===== config.mk =====
export PLATFORM = sky130hd
export DESIGN_NAME = instruction_fetch_unit
export DESIGN_NICKNAME = d
export VERILOG_FILES = /design/src/rtl/instruction_fetch_unit.sv
export SDC_FILE = /design/constraint.sdc
export NUM_CORES = 1
export LEC_CHECK = 0
export ABC_AREA = 0
export CAP_MARGIN = 20
export CORE_MARGIN = 4
export CORE_UTILIZATION = 55
export CTS_CLUSTER_DIAMETER = 80
export DETAILED_ROUTE_END_ITERATION = 7
export PLACE_DENSITY = 0.94
export SLEW_MARGIN = 25
export SYNTH_ARGS = -nofsm -noshare
export SYNTH_HDL_FRONTEND = slang
export SYNTH_SLANG_ARGS = --single-unit

===== constraint.sdc =====
create_clock -name Clk -period 10.33 [get_ports Clk]
set_input_delay 1.5495 -clock Clk [delete_from_list [all_inputs] [get_ports Clk]]
set_output_delay 1.5495 -clock Clk [all_outputs]
set_load 0.05 [all_outputs]

===== src/rtl/instruction_fetch_unit.sv =====
// Instruction fetch requester: owns the PC, issues one-cycle-latency memory reads and
// buffers (PC, Inst) pairs in a small FIFO toward decode, with redirect-driven flush.
module instruction_fetch_unit #(
  parameter logic [31:0] RESET_PC   = 32'h0000_0000,
  parameter int          FIFO_DEPTH = 2
) (
  input  logic        Clk,
  input  logic        Rst_n,
  output logic [31:0] Mem_Addr,
  input  logic [31:0] Mem_Inst,
  output logic        Out_Valid,
  input  logic        Out_Ready,
  output logic [31:0] Out_Inst,
  output logic [31:0] Out_PC,
  input  logic        Redirect,
  input  logic [31:0] Redirect_PC
);

  localparam int PW = (FIFO_DEPTH > 1) ? $clog2(FIFO_DEPTH) : 1;
  localparam int CW = PW + 1;

  logic [31:0]   r_pc;
  logic [31:0]   r_req_pc;
  logic          r_inflight;
  logic [PW-1:0] r_rd_ptr;
  logic [PW-1:0] r_wr_ptr;
  logic [CW-1:0] r_count;
  logic [31:0]   r_fifo_pc   [FIFO_DEPTH];
  logic [31:0]   r_fifo_inst [FIFO_DEPTH];

  logic          w_pop;
  logic          w_push;
  logic          w_issue;
  logic [CW:0]   w_need;

  assign Out_Valid = (r_count != '0);
  assign Out_PC    = Out_Valid ? r_fifo_pc[r_rd_ptr]   : 32'h0;
  assign Out_Inst  = Out_Valid ? r_fifo_inst[r_rd_ptr] : 32'h0;
  assign Mem_Addr  = r_pc;

  assign w_pop  = Out_Valid & Out_Ready;
  assign w_push = r_inflight;

  // Slots already spoken for after this edge; a new request needs one more free slot.
  assign w_need  = {1'b0, r_count} + (CW+1)'(r_inflight) - (CW+1)'(w_pop);
  assign w_issue = (w_need < (CW+1)'(FIFO_DEPTH));

  always_ff @(posedge Clk or negedge Rst_n) begin
    if (!Rst_n) begin
      r_pc       <= RESET_PC;
      r_inflight <= 1'b0;
      r_rd_ptr   <= '0;
      r_wr_ptr   <= '0;
      r_count    <= '0;
    end else if (Redirect) begin
      r_pc       <= Redirect_PC & ~32'h3;
      r_inflight <= 1'b0;
      r_rd_ptr   <= '0;
      r_wr_ptr   <= '0;
      r_count    <= '0;
    end else begin
      r_inflight <= w_issue;
      if (w_issue) r_pc <= r_pc + 32'd4;
      if (w_push)  r_wr_ptr <= r_wr_ptr + PW'(1);
      if (w_pop)   r_rd_ptr <= r_rd_ptr + PW'(1);
      r_count <= r_count + CW'(w_push) - CW'(w_pop);
    end
  end

  always_ff @(posedge Clk) begin
    if (!Redirect && w_issue) r_req_pc <= r_pc;
    if (!Redirect && w_push) begin
      r_fifo_pc[r_wr_ptr]   <= r_req_pc;
      r_fifo_inst[r_wr_ptr] <= Mem_Inst;
    end
  end

  always_ff @(posedge Clk) begin
    if (Rst_n && !Redirect && w_push && !w_pop)
      assert (r_count < CW'(FIFO_DEPTH));
  end

endmodule


# Word level (Yosys, flattened, before mapping)
# Memory sizes are Yosys's and may differ from the RTL's.
# Cells that the tools add are included.
[word_totals] reg_bits=69 mem_bits_rw=128 inputBits=68 out_inout_bits=97 wordCells=36 n_memories=2
[memory_table] memory="r_fifo_inst" words=2 word_bits=32 read_ports=1 rd_ports_with_merged_regs=0 write_ports=1 line_no="29" rtl="logic [31:0] r_fifo_inst [FIFO_DEPTH];"
[memory_table] memory="r_fifo_pc" words=2 word_bits=32 read_ports=1 rd_ports_with_merged_regs=0 write_ports=1 line_no="28" rtl="logic [31:0] r_fifo_pc [FIFO_DEPTH];"
[op_classes] n_addsub=7 order_cmp=1 mux=12 bitwise=1 n_reduce_logical=7
[op_table] op="$mux W32" n=4
[op_table] op="$add A32 B3 Y32 const B" n=1
[op_table] op="$reduce_bool A2 Y1" n=4
[op_table] op="$mux W1" n=7
[op_table] op="$add A2 B1 Y3" n=1
[op_table] op="$lt A3 B2 Y1 const B" n=1
[op_table] op="$sub A3 B1 Y3" n=1
[op_table] op="$add A1 B1 Y1 const B" n=2
[op_table] op="$add A2 B1 Y2" n=1
[op_table] op="$logic_and A1 B1 Y1" n=2
[op_table] op="$mux W2" n=1
[op_table] op="$sub A2 B1 Y2" n=1
[op_table] op="$and A1 B1 Y1" n=1
[op_table] op="$logic_not A1 Y1" n=1

# Logic depth before layout (Yosys ltp)
[depth] ltp_word=6 depth_mapped=11 depth_no_buf=11

# Worst setup path before layout
# Ideal clock, no wire load.
[synth_path] path_type="input -> register" start="in Redirect" end="mem r_fifo_inst[0][0], enable pin" setup_ns=0.571 arrival_ns=6.531 required_ns=9.759 path_slack_ns=3.228 path_stages=3 path_buffers=2 cell_sequence="clkbuf_1 > clkbuf_1 > nor3b_1"
[synth_via] elab_chain_len=4
[synth_lines] element="start, declared" line_no="15" rtl="input logic Redirect,"
[synth_lines] element="$logic_not A1 Y1"
[synth_lines] element="$logic_and A1 B1 Y1" line_no="72" rtl="if (!Redirect && w_push) begin"
[synth_lines] element="$mux W1" line_no="72"
[synth_lines] element="$mux W1 (not written as such)" line_no="74" rtl="r_fifo_inst[r_wr_ptr] <= Mem_Inst;"
[synth_lines] element="end, declared" line_no="29"
# Every way passes these cells.

# Final worst setup path
[layout_path] start="in Out_Ready" end="reg r_pc[31], in the netlist Mem_Addr[31]"
[layout_via] elab_chain_len=4
[layout_lines] element="start, declared" line_no="12" rtl="input logic Out_Ready,"
[layout_lines] element="$and A1 B1 Y1" line_no="41" rtl="assign w_pop = Out_Valid & Out_Ready;"
[layout_lines] element="$sub A3 B1 Y3" line_no="45" rtl="assign w_need = {1'b0, r_count} + (CW+1)'(r_inflight) - (CW+1)'(w_pop);"
[layout_lines] element="$lt A3 B2 Y1" line_no="46" rtl="assign w_issue = (w_need < (CW+1)'(FIFO_DEPTH));"
[layout_lines] element="$reduce_bool A2 Y1 (no source line)"
[layout_lines] element="end signal, assigned" line_no="56" rtl="r_pc <= Redirect_PC & ~32'h3;"
[layout_lines] element="end signal, assigned" line_no="63" rtl="if (w_issue) r_pc <= r_pc + 32'd4;"
[layout_lines] element="end, declared" line_no="22" rtl="logic [31:0] r_pc;"
# Every way passes these cells.
# A chain may end at the register's enable or synchronous reset.

==> results_dict.tcl <==
set metrics [dict create \
    status "finished, final reports clean" \
    io_buffers 158 \
    avgSynthCellArea_um2 14.92 \
    cts.path.max_buffers 2 \
    die_y_um 125.6 \
    worst_pin_slew_ns 0.8423 \
    synthCells 510 \
    synth-seq-cells 189 \
    skew_ns 0.008114 \
    hold_viol 0 \
    n_fill_cell 797 \
    grt.total_usage_pct 19.51 \
    die_w_um 125.6 \
    yosys.cell_types.count 33 \
    min_from "r_req_pc[20]" \
    post_cts_buffers 0 \
    synthesis.area_um2 7609 \
    ios 165 \
    slew_viol_final 0 \
    total_power_mw 2.930 \
    cts_sinks 189 \
    synth-edff-count 154 \
    holdCritPathClass "reg2reg" \
    fp-row-count 42 \
    cts.repair.resized 0 \
    cts_buffers 17 \
    regToRegStartpoint "r_count[1]" \
    clk_pin_slew_ns 0.07 \
    hpwl_um 10020 \
    yosys-top-cells-count "154 x edfxtp_1, 68 x nor2_1, 63 x mux2i_1, 35 x dfrtp_1, 34 x nand2_1" \
    cts_tree "yes" \
    arrival_ns 4.71 \
    timing.max_cap.violations 0 \
    drc 0 \
    critical_path_class "in2reg" \
    place_congestion 0.8496 \
    rsz0062_at_grt "false" \
    slew-limit-headroom_pct 43.85 \
    synth_area_leaders "edfxtp_1 61%, dfrtp_1 12%, mux2i_1 8.3%, nor2_1 3.4%, xnor2_1 2.8%" \
    htreeDepth 4 \
    cp-end-kind "flip-flop" \
    yosys.area.top_type_share_pct 60.78 \
    worst-path-max-fanout 9 \
    ir_drop_mv 0.1746 \
    first_pass_iters 5 \
    die_area_um2 15780 \
    grt_pass1_vias 4693 \
    synth_top_area_cell "edfxtp_1" \
    fmax_ghz 0.2267 \
    async_reset_ff_share_pct 18.52 \
    cp_data_required_time_ns 10.63 \
    ant_nets 0 \
    drtIter0Drc 341 \
    wl_per_cell_um 18.07 \
    ctsHoldBuffers 0 \
    final-seq-area_um2 5504 \
    grt_pass1_wl_um 24270 \
    grt.overflow.total 0 \
    cp-start-kind "primary input" \
    p_per_area_nw_per_um2 295.3 \
    design_area_um2 9922 \
    antennaDiodeCount 0 \
    grt_max_degree 65 \
    final.min_clock_period_ns 4.411 \
    vias 4564 \
    setup-tns-final_ns 0 \
    core_area_um2 13400 \
    leakage_nw 3.368 \
    placed_area_um2 9356 \
    synth_ff_type "edfxtp_1" \
    start_util_pct 56.78 \
    final.period_utilization_pct 42.70 \
    setup_violations 0 \
    yosys_warnings 0 \
    multi_input_area_um2 1972 \
    startpoint "Out_Ready" \
    clkLatencyLatePin_ns 0.42 \
    antenna_found_initial 0 \
    synth_seq_area_share_pct 72.29 \
    area_growth_pct 30.41 \
    synth_most_common_cell "edfxtp_1" \
    vias_per_cell 5.313 \
    clockRootBuffer "clkbuf_16" \
    totalWireLength_um 15520 \
    drive_gt1_share_pct 7.906 \
    nNetsFinal 742 \
]
## critical path: stages
cell and delay (ns):
clkdlybuf4s50_1 0.46, nor2b_1 0.27, ha_1 0.29, inv_1 0.06
ha_1 0.15, fa_1 0.51, and3b_1 0.38, nand4_4 0.22
nor4_1 0.43, xor2_1 0.11, mux2_2 0.27
## area by class of cell
cell class / count / share of cell area (%)
Sequential cell: 189 / 55.47
Clock buffer: 18 / 4.325
Clock inverter: 14 / 1.034
Inverter: 12 / 0.4540
Multi-Input combinational cell: 285 / 19.87
Tap cell: 176 / 2.219
Timing Repair Buffer: 165 / 16.62
## logic make-up after synthesis
| family | count (synthesis) | synth area share [%] |
|---|---|---|
| simple gates | 151 | 10.15 |
| xor+xnor | 33 | 3.897 |
| fa+ha+maj | 4 | 0.7565 |
| buf+inv | 39 | 2.269 |
| other cells | 1 | 0.04929 |
| flops | 189 | 72.29 |
| compound gates | 26 | 1.710 |
| mux | 67 | 8.880 |
## path summary, 6_finish.rpt
check / slack, ns / cells past startpoint / to
setup reg to reg: 6.33 / 12 / Mem_Addr[31]
max in group asynchronous: 8.40 / 2 / r_rd_ptr
hold reg to reg: 0.45 / 0 / r_fifo_pc[1][20]
setup / recovery: 5.92 / 11 / Mem_Addr[31]
hold / removal: 0.45 / 0 / r_fifo_pc[1][20]
min in group asynchronous: 1.57 / 2 / Mem_Addr[3]
## state kept, by name, indices dropped and copies added, names as in the netlist
name         count
r_req_pc        30
Mem_Addr        30
r_wr_ptr         1
r_fifo_inst     64
r_inflight       1
r_rd_ptr         1
r_fifo_pc       60
r_count          2
## metrics by stage
stage                     util, %  setup slack (ns)  cells  hold slack (ns)
after floorplan                 -             3.228    513           0.4215
after global placement      69.82             5.480    826           0.4248
after detailed placement    69.82             5.416    826           0.4322
after CTS                   73.79             5.781    858           0.4463
after global routing        74.04             5.789    859           0.4592
final                       74.04             5.919    859           0.4466
## cell usage in the layout (no fill, tap or decap), types with 3 or more instances in the layout
cell	n
nor2b_1	5
ha_1	3
nor4_1	3
xnor2_1	24
nand4_1	5
nor4_2	8
mux2i_1	63
clkinv_1	6
and3_1	3
inv_1	12
nand2_1	34
buf_4	6
conb_1	4
nor3_1	5
nor2_1	67
mux2_2	4
clkdlybuf4s50_1	157
dfrtp_1	34
o21ai_1	8
clkinvlp_4	3
nand3_1	7
o21ai_0	18
xor2_1	8
edfxtp_1	154
clkbuf_16	17
## power by group
group          internal [mW]  total, mW  switching (mW)  leakage, nW
Sequential              1.01       1.10          0.0905         1.84
Clock                  0.327      0.590           0.263        0.251
Combinational          0.395       1.24           0.847         1.28
## per-layer routing
metal	share of wire, %	wire, µm	global-route usage, %	vias to the layer above
li1	-	-	-	2151
met1	40	6266	23.78	2239
met2	53	8153	34.33	154
met3	5.4	844	4.784	20
met4	1.6	256	6.314	0
met5	0	0	0	-
No activity file was read; power rests on OpenSTA's default activity.
